`src/rtl/qspi_pkg.sv`:
```
// Shared definitions for the QSPI memory responder: opcodes, FSM states, field sizes.
package qspi_pkg;

    localparam logic [7:0] CMD_READ_DEFAULT  = 8'h0B;
    localparam logic [7:0] CMD_WRITE_DEFAULT = 8'h02;

    localparam int CNT_W        = 4;
    localparam int ADDR_NIBBLES = 6;

    typedef enum logic [2:0] {
        IDLE,
        CMD,
        ADDR,
        DUMMY,
        READ,
        WRITE,
        IGNORE
    } state_t;

endpackage

```
`src/rtl/qspi_edge_sync.sv`:
```
// Two-flop synchroniser for the QSPI pins, with edge pulses for qspi clock and chip select.
module qspi_edge_sync (
    input  logic       clk,
    input  logic       rst_n,
    input  logic       qspi_clk_in,
    input  logic       qspi_cs_n,
    input  logic [3:0] qspi_data_in,
    output logic [3:0] data,
    output logic       cs_n,
    output logic       clk_rise,
    output logic       clk_fall,
    output logic       cs_fall
);

    logic [5:0] meta;
    logic [5:0] sync;
    logic       clk_prev;
    logic       cs_prev;

    // NOTE: sequential state uses non-blocking assignments so every flop samples pre-edge values.
    always_ff @(posedge clk or negedge rst_n) begin
        if (!rst_n) begin
            // NOTE: cs_n resets to "selected" so a select already low at reset release
            // produces no fall; the responder waits for a fresh select.
            meta     <= '0;
            sync     <= '0;
            clk_prev <= 1'b0;
            cs_prev  <= 1'b0;
        end else begin
            meta     <= {qspi_cs_n, qspi_clk_in, qspi_data_in};
            sync     <= meta;
            clk_prev <= sync[4];
            cs_prev  <= sync[5];
        end
    end

    assign data     = sync[3:0];
    assign cs_n     = sync[5];
    assign clk_rise = sync[4] & ~clk_prev;
    assign clk_fall = ~sync[4] & clk_prev;
    assign cs_fall  = ~sync[5] & cs_prev;

endmodule

```
`src/rtl/qspi_mem_responder.sv`:
```
// QSPI target that decodes quad read/write commands and drives a byte-wide memory port.
module qspi_mem_responder
    import qspi_pkg::*;
#(
    parameter int         ADDR_BITS     = 16,
    parameter int         DUMMY_NIBBLES = 4,
    parameter logic [7:0] CMD_READ      = CMD_READ_DEFAULT,
    parameter logic [7:0] CMD_WRITE     = CMD_WRITE_DEFAULT
) (
    input  logic                 clk,
    input  logic                 rst_n,
    input  logic                 qspi_clk_in,
    input  logic                 qspi_cs_n,
    input  logic [3:0]           qspi_data_in,
    output logic [3:0]           qspi_data_out,
    output logic                 qspi_data_oe,
    output logic [ADDR_BITS-1:0] mem_addr,
    output logic                 mem_re,
    input  logic [7:0]           mem_rdata,
    output logic                 mem_we,
    output logic [7:0]           mem_wdata,
    output logic                 busy
);

    localparam logic [CNT_W-1:0] LAST_ADDR  = CNT_W'(ADDR_NIBBLES - 1);
    localparam logic [CNT_W-1:0] LAST_DUMMY = CNT_W'(DUMMY_NIBBLES - 1);

    logic [3:0] data_s;
    logic       cs_n_s;
    logic       clk_rise;
    logic       clk_fall;
    logic       cs_fall;

    qspi_edge_sync u_sync (
        .clk          (clk),
        .rst_n        (rst_n),
        .qspi_clk_in  (qspi_clk_in),
        .qspi_cs_n    (qspi_cs_n),
        .qspi_data_in (qspi_data_in),
        .data         (data_s),
        .cs_n         (cs_n_s),
        .clk_rise     (clk_rise),
        .clk_fall     (clk_fall),
        .cs_fall      (cs_fall)
    );

    state_t           state;
    logic [CNT_W-1:0] cnt;
    logic [3:0]       cmd_hi;
    logic [3:0]       wr_hi;
    logic             is_read;
    logic             phase;
    logic             re_d;
    logic [7:0]       rdata_q;
    logic [7:0]       cur_byte;

    // Read data is live the cycle after mem_re; afterwards it is held in rdata_q.
    assign cur_byte = re_d ? mem_rdata : rdata_q;

    always_ff @(posedge clk or negedge rst_n) begin
        if (!rst_n) begin
            state         <= IDLE;
            cnt           <= '0;
            cmd_hi        <= '0;
            wr_hi         <= '0;
            is_read       <= 1'b0;
            phase         <= 1'b0;
            re_d          <= 1'b0;
            rdata_q       <= '0;
            qspi_data_out <= '0;
            qspi_data_oe  <= 1'b0;
            mem_addr      <= '0;
            mem_re        <= 1'b0;
            mem_we        <= 1'b0;
            mem_wdata     <= '0;
            busy          <= 1'b0;
        end else begin
            mem_re <= 1'b0;
            mem_we <= 1'b0;
            re_d   <= mem_re;
            if (re_d) rdata_q <= mem_rdata;
            if (mem_we) mem_addr <= mem_addr + 1'b1;

            if (state != IDLE && cs_n_s) begin
                state         <= IDLE;
                busy          <= 1'b0;
                qspi_data_oe  <= 1'b0;
                qspi_data_out <= '0;
            end else begin
                case (state)
                    IDLE: begin
                        if (cs_fall) begin
                            state <= CMD;
                            cnt   <= '0;
                            busy  <= 1'b1;
                        end
                    end
                    CMD: begin
                        if (clk_rise) begin
                            if (cnt == '0) begin
                                cmd_hi <= data_s;
                                cnt    <= cnt + 1'b1;
                            end else begin
                                cnt <= '0;
                                if ({cmd_hi, data_s} == CMD_READ) begin
                                    is_read <= 1'b1;
                                    state   <= ADDR;
                                end else if ({cmd_hi, data_s} == CMD_WRITE) begin
                                    is_read <= 1'b0;
                                    state   <= ADDR;
                                end else begin
                                    state <= IGNORE;
                                end
                            end
                        end
                    end
                    ADDR: begin
                        if (clk_rise) begin
                            // Shifting through the register keeps only the low ADDR_BITS.
                            mem_addr <= {mem_addr[ADDR_BITS-5:0], data_s};
                            if (cnt == LAST_ADDR) begin
                                cnt   <= '0;
                                phase <= 1'b0;
                                if (!is_read) begin
                                    state <= WRITE;
                                end else if (DUMMY_NIBBLES == 0) begin
                                    state  <= READ;
                                    mem_re <= 1'b1;
                                end else begin
                                    state <= DUMMY;
                                end
                            end else begin
                                cnt <= cnt + 1'b1;
                            end
                        end
                    end
                    DUMMY: begin
                        if (clk_rise) begin
                            if (cnt == '0) mem_re <= 1'b1;
                            if (cnt == LAST_DUMMY) begin
                                cnt   <= '0;
                                state <= READ;
                            end else begin
                                cnt <= cnt + 1'b1;
                            end
                        end
                    end
                    READ: begin
                        if (clk_fall) begin
                            qspi_data_oe <= 1'b1;
                            if (!phase) begin
                                qspi_data_out <= cur_byte[7:4];
                                phase         <= 1'b1;
                            end else begin
                                qspi_data_out <= cur_byte[3:0];
                                phase         <= 1'b0;
                                mem_addr      <= mem_addr + 1'b1;
                                mem_re        <= 1'b1;
                            end
                        end
                    end
                    WRITE: begin
                        if (clk_rise) begin
                            if (!phase) begin
                                wr_hi <= data_s;
                                phase <= 1'b1;
                            end else begin
                                mem_wdata <= {wr_hi, data_s};
                                mem_we    <= 1'b1;
                                phase     <= 1'b0;
                            end
                        end
                    end
                    IGNORE: begin
                    end
                    default: state <= IDLE;
                endcase
            end
        end
    end

endmodule

```
`config.mk`:
```
export PLATFORM = sky130hd
export DESIGN_NAME = qspi_mem_responder
export DESIGN_NICKNAME = d
export VERILOG_FILES = /design/src/rtl/qspi_pkg.sv /design/src/rtl/qspi_edge_sync.sv /design/src/rtl/qspi_mem_responder.sv
export SDC_FILE = /design/constraint.sdc
export NUM_CORES = 1
export LEC_CHECK = 0
export BUFFER_PORTS_ARGS = -buffer_cell sky130_fd_sc_hd__buf_2
export CAP_MARGIN = 15
export CORE_MARGIN = 2
export CORE_UTILIZATION = 50
export DETAILED_ROUTE_END_ITERATION = 16
export GPL_TIMING_DRIVEN = 0
export PLACE_DENSITY = 0.78
export SETUP_SLACK_MARGIN = 0.15
export SLEW_MARGIN = 20
export SYNTH_ARGS = -nofsm -noshare
export SYNTH_HDL_FRONTEND = slang
export SYNTH_SLANG_ARGS = --single-unit
```
`constraint.sdc`:
```
create_clock -name clk -period 4.1 [get_ports clk]
set_input_delay 0.82 -clock clk [delete_from_list [all_inputs] [get_ports clk]]
set_output_delay 0.82 -clock clk [all_outputs]
set_load 0.02 [all_outputs]
```
# --- Word-level counts from Yosys, hierarchy flattened ---
# Index checks and enable logic that the tools add are counted.
totals:
  ramBits: 0
  wordCells: 130
  ff_bits: 72
  latchBits: 0
  romBits: 0
  n_memories: 0
  out_inout_bits: 32
classes:
  addsub: 2
  order_cmp: 0
  eq_ne: 25
  mul: 0
  bitwise: 9
  n_shift: 0
  n_mux: 54
  reduce_logical: 21
  div_mod_pow: 0
ops:
  columns: ["operator", "n"]
  rows:
  - ["$mux W16", 5]
  - ["$mux W4", 11]
  - ["$mux W3", 11]
  - ["$pmux W16 S2", 1]
  - ["$mux W1", 21]
  - ["$ne A3 B3 Y1 const B", 7]
  - ["$add A16 B1 Y16 const B", 1]
  - ["$pmux W4 S4", 1]
  - ["$pmux W3 S5", 1]
  - ["$ne A2 B2 Y1 const B", 7]
  - ["$reduce_and A4 Y1", 3]
  - ["$reduce_and A6 Y1", 2]
  - ["$reduce_bool A2 Y1", 5]
  - ["$eq A3 B3 Y1 const B", 3]
  - ["$eq A8 B2 Y1 const B", 1]
  - ["$eq A8 B4 Y1 const B", 1]
  - ["$mux W8", 1]
  - ["$reduce_and A8 Y1", 1]
  - ["$eq A3 B2 Y1 const B", 2]
  - ["$not A1 Y1", 6]
  - ["$reduce_bool A3 Y1", 2]
  - ["$reduce_and A5 Y1", 1]
  - ["$add A4 B1 Y4 const B", 1]
  - ["$eq A4 B2 Y1 const B", 1]
  - ["other kinds (12)", 15]

# --- Longest topological paths before layout ---
depth:
  depth_word: 7
  depth_mapped: 7
  ltp_nobuf: 7

# --- Cells and area by module ---
# From an unflattened synthesis, not the netlist that was laid out.
hier_totals:
  cells_unflattened: 390
  hier_area_um2: 3932.5
modules_own_cells:
  columns: ["module", "seq_area_each_um2", "area_each_um2", "cells_per_inst", "instances"]
  rows:
  - ["qspi_mem_responder", 1451.4, 3530.9, 369, 1]
  - ["qspi_edge_sync", 350.3, 401.6, 21, 1]

# --- Worst setup path before layout ---
# No wires, ideal clock.
synth_timing:
  path_kind: "reg-to-reg"
  start: "register cnt[0]"
  end: "register cnt[2]"
  setup_slack_ns: 2.148
  period_less_slack_ns: 1.952
  stages_incl_launch_ff: 8
  required_ns: 4.036
  arrival_time_ns: 1.888
  cell_sequence: "dfrtp_1 > inv_1 > ha_1 > or3b_4 > a2111oi_4 > a2111oi_4 > nor4b_2 > a21o_1"
synth_via:
  elab_chain_cells: 4
synth_rtl:
  columns: ["item", "line", "source"]
  rows:
  - ["from (decl)", "qspi_mem_responder.sv:48", "logic [CNT_W-1:0] cnt;"]
  - ["from (signal assigned)", "qspi_mem_responder.sv:102", "cnt <= cnt + 1'b1;"]
  - ["from (signal assigned)", "qspi_mem_responder.sv:133", "cnt <= cnt + 1'b1;"]
  - ["from (signal assigned)", "qspi_mem_responder.sv:144", "cnt <= cnt + 1'b1;"]
  - ["$add A4 B1 Y4 (tied with other cells)", "qspi_mem_responder.sv:102, qspi_mem_responder.sv:133, qspi_mem_responder.sv:144", null]
  - ["$mux W4 (on tied branches)", "qspi_mem_responder.sv:140, qspi_mem_responder.sv:100, qspi_mem_responder.sv:121", null]
  - ["$mux W4 (on tied branches)", "qspi_mem_responder.sv:138, qspi_mem_responder.sv:99, qspi_mem_responder.sv:118", null]
  - ["$pmux W4 S4 *", "qspi_mem_responder.sv:90", "case (state)"]
# Every way passes the cells marked *; elsewhere a longest branch is shown, timed or not. The select of a mux whose other input is x is not followed.
# A chain may end at the register's enable or synchronous reset.

# --- Worst setup path after layout ---
layout_timing:
  start: "register state[1]"
  end: "register mem_addr[5]"
layout_via:
  elab_chain_cells: 3
layout_rtl:
  columns: ["item", "line", "source"]
  rows:
  - ["from (decl)", "qspi_mem_responder.sv:47", "state_t state;"]
  - ["from (signal assigned)", "qspi_mem_responder.sv:62", "state <= IDLE;"]
  - ["from (signal assigned)", "qspi_mem_responder.sv:85", "state <= IDLE;"]
  - ["from (signal assigned)", "qspi_mem_responder.sv:93", "state <= CMD;"]
  - ["$eq A3 B3 Y1 (tied with other cells)", "qspi_mem_responder.sv:90", null]
  - ["$pmux W16 S2 / $logic_and A1 B1 Y1 (equally long branches)", "qspi_mem_responder.sv:90, qspi_mem_responder.sv:84", null]
  - ["$mux W16 *", "qspi_mem_responder.sv:84", "if (state != IDLE && cs_n_s) begin"]
  - ["to (signal assigned)", "qspi_mem_responder.sv:82", "if (mem_we) mem_addr <= mem_addr + 1'b1;"]
  - ["to (signal assigned)", "qspi_mem_responder.sv:120", "mem_addr <= {mem_addr[ADDR_BITS-5:0], data_s};"]
  - ["to (signal assigned)", "qspi_mem_responder.sv:157", "mem_addr <= mem_addr + 1'b1;"]
  - ["to (decl)", "qspi_mem_responder.sv:17", "output logic [ADDR_BITS-1:0] mem_addr,"]
# Every way passes the cells marked *; elsewhere a longest branch is shown, timed or not.

==> out/metrics.yaml <==
global_route:
  grt_usage_pct: 22.3
  grt_pass1_vias: 3158
  grt_max_degree: 43
  grt_pass1_wl_um: 15000
  grt-ovfl-total: 0
  antenna_found_initial: 0
synthesis:
  yosysWarnings: 0
  synth_nets: 395
  netlist_instances: 375
  avgSynthCellArea_sq_um: 10.4
  yosysTopAreaCellShare_pct: 46.3
  synth_most_common_cell: "dfrtp_1"
  synth_common_cells: "dfrtp_1 (72), mux2_2 (26), nand2_1 (25), nor2_1 (24), o21ai_0 (16)"
  synth_seq_area_share_pct: 46.3
  netlist_area_sq_mm: 0.00389
  synth-edff-count: 0
  synthArstFlopShare_pct: 100
  yosys-top-cells-area: "dfrtp_1 (46%), mux2_2 (7.5%), xnor2_1 (2.7%)"
  synth_seq_cells: 72
  yosys_most_used_dff: "dfrtp_1"
  ys_types: 63
  synth_top_area_cell: "dfrtp_1"
sta:
  slew_headroom_pct: 60.9
  skew_ns: 0.0116
  min_period_ns: 2.19
  fin_crit_sh_pct: 53.4
  setup_viol: 0
  hold_viol: 0
  rsz0062_at_grt: "false"
  slew_viol_final: 0
  fmax_mhz: 457
  worst_pin_slew_ns: 0.584
  whs_ns: 0.352
  fin_tns_setup_ns: 0
finish:
  final_nets: 454
  n_antenna_cell: 0
  area_growth_pct: 15.2
  drive_gt1_share_pct: 26.0
worst_setup_path:
  cp.required_ns: 4.33
  path_class: "flip-flop to flip-flop"
  worst_ep_arrival_time_ns: 2.42
  worstSetupEndpointType: "flip-flop"
  startpoint_type: "flip-flop"
  path_max_fanout: 10
placed_design:
  numPortBuffers: 47
  dp_hpwl_um: 6200
  place.gp.congestion: 0.889
power_and_ir_drop:
  ir_worst_vdd_mv: 0.289
  cellPowerDensity_mw_per_mm2: 531
  p_leak_uw: 0.00205
  power.total_uw: 2380
clock_tree:
  root_buffer: "clkbuf_8"
  cts_tree: "built"
  cts_made_buffers: 9
  post_cts_resized: 0
  cts.clk_slew.worst_paths_ns: 0.09
  cts_hold_buf: 0
  htreeDepth: 3
  clockBufferDepth: 2
  post_cts_buffers: 0
  cts_sinks: 72
  clock_latency_ns: 0.35
floorplanning:
  rows: 32
  die_h_um: 92.2
  dieArea_sq_mm: 0.00850
  die_w_um: 92.2
  io_pins: 48
  core_area_sq_mm: 0.00765
  start_util_pct: 50.9
status:
  status: "finished clean"
routing:
  drc: 0
  avgRoutedWirePerCell_um: 16.3
  vias: 3248
  drt-vias-per-instance: 6.00
  drt_pass1_iterations: 5
  drtAntennaViolNets: 0
  drtIter0Drc: 182
  wl_um: 8830
hold_path:
  hp-class: "flip-flop to flip-flop"
run:
  max_cap_violations: 0
-- path summary, 6_finish.rpt --
path | startpoint | endpoint | slack, ns | depth (start not counted)
hold reg to reg | u_sync.meta[2] | u_sync.sync[2] | 0.35 | 0
max in group asynchronous | rst_n | wr_hi[3] | 3.15 | 2
setup reg to reg | state[1] | mem_addr[5] | 1.91 | 7
setup / recovery | state[1] | mem_addr[5] | 1.91 | 7
hold / removal | u_sync.meta[2] | u_sync.sync[2] | 0.35 | 0
min in group asynchronous | rst_n | mem_addr[11] | 0.39 | 1
-- metrics by stage --
| stage | area [sq um] | utilization, % | std cells | setup WS (ns) |
|---|---|---|---|---|
| 2_1_floorplan | 3890 | - | 375 | 2.15 |
| 3_3_place_gp | 4250 | 55.6 | 524 | 1.84 |
| 3_5_place_dp | 4280 | 55.9 | 525 | 1.98 |
| 4_1_cts | 4480 | 58.6 | 541 | 1.96 |
| 5_1_grt | 4480 | 58.6 | 541 | 1.77 |
| 6_report | 4480 | 58.6 | 541 | 1.91 |
-- logic make-up after synthesis --
group / synth area share, %
muxes: 9.16
buffers and inverters: 3.44
xor gates and xnor gates: 5.40
and+or+nand+nor: 18.3
AOI/OAI and AO/OA: 16.1
adders and majority gates: 1.29
DFF: 46.3
-- report_power, final --
| group | switching (uW) | internal, uW | total, uW |
|---|---|---|---|
| registers | 118 | 842 | 960 |
| clock network | 296 | 293 | 588 |
| logic | 497 | 337 | 834 |
| total | 911 | 1470 | 2380 |
-- cell type report --
class / count / area [sq um]
Fill cell: 651 / 3160
Multi-Input combinational cell: 271 / 1960
Sequential cell: 72 / 1800
Timing Repair Buffer: 48 / 258
Tap cell: 102 / 128
Clock buffer: 9 / 124
Buffer: 22 / 96.3
Clock inverter: 7 / 83.8
Inverter: 10 / 37.5
-- layout by cell type (no fill, tap or decap), types with 4 or more instances in the layout --
cell      netlist  final
xor2_1         12     12
mux2i_1         5      5
inv_1          10     10
dfrtp_1        72     72
and3_1          7      7
nand3_1        13     13
nand4_1         7      7
o21ai_0        16     16
nand2_1        25     25
clkbuf_8        0      9
nand2b_1        5      5
buf_2          11     57
nor2_1         24     24
ha_1            4      4
o21ai_1         7      7
nor2b_1         7      7
o211ai_1        5      5
a21o_1          6      6
a21oi_1        14     14
clkbuf_1       10     10
mux2_2         26     26
o221ai_1        6      6
nor3_1          9      9
xnor2_1        12     12
nor4_1          6      6
a211oi_1        6      6
-- critical path: stages (launching register included) --
cell	delay [ns]
dfrtp_1	0.50
buf_2	0.24
nand2b_2	0.26
a211oi_1	0.30
buf_2	0.32
nor3_1	0.08
o32ai_1	0.27
o31ai_1	0.11
-- registers in the layout, summed over array words and instances (netlist names), 3 cells and up --
name           cells
mem_wdata          8
cnt                4
wr_hi              4
mem_addr          16
state              3
qspi_data_out      4
u_sync.sync        6
cmd_hi             4
u_sync.meta        6
rdata_q            8
-- routing by layer --
layer	wire length [um]	global-route usage [%]	vias up
li1	-	-	1485
met1	3790	28.8	1596
met2	4130	35.5	135
met3	638	5.09	32
met4	266	10.6	0
met5	0	0	-
Note: power is estimated with default switching activity, not from simulation.
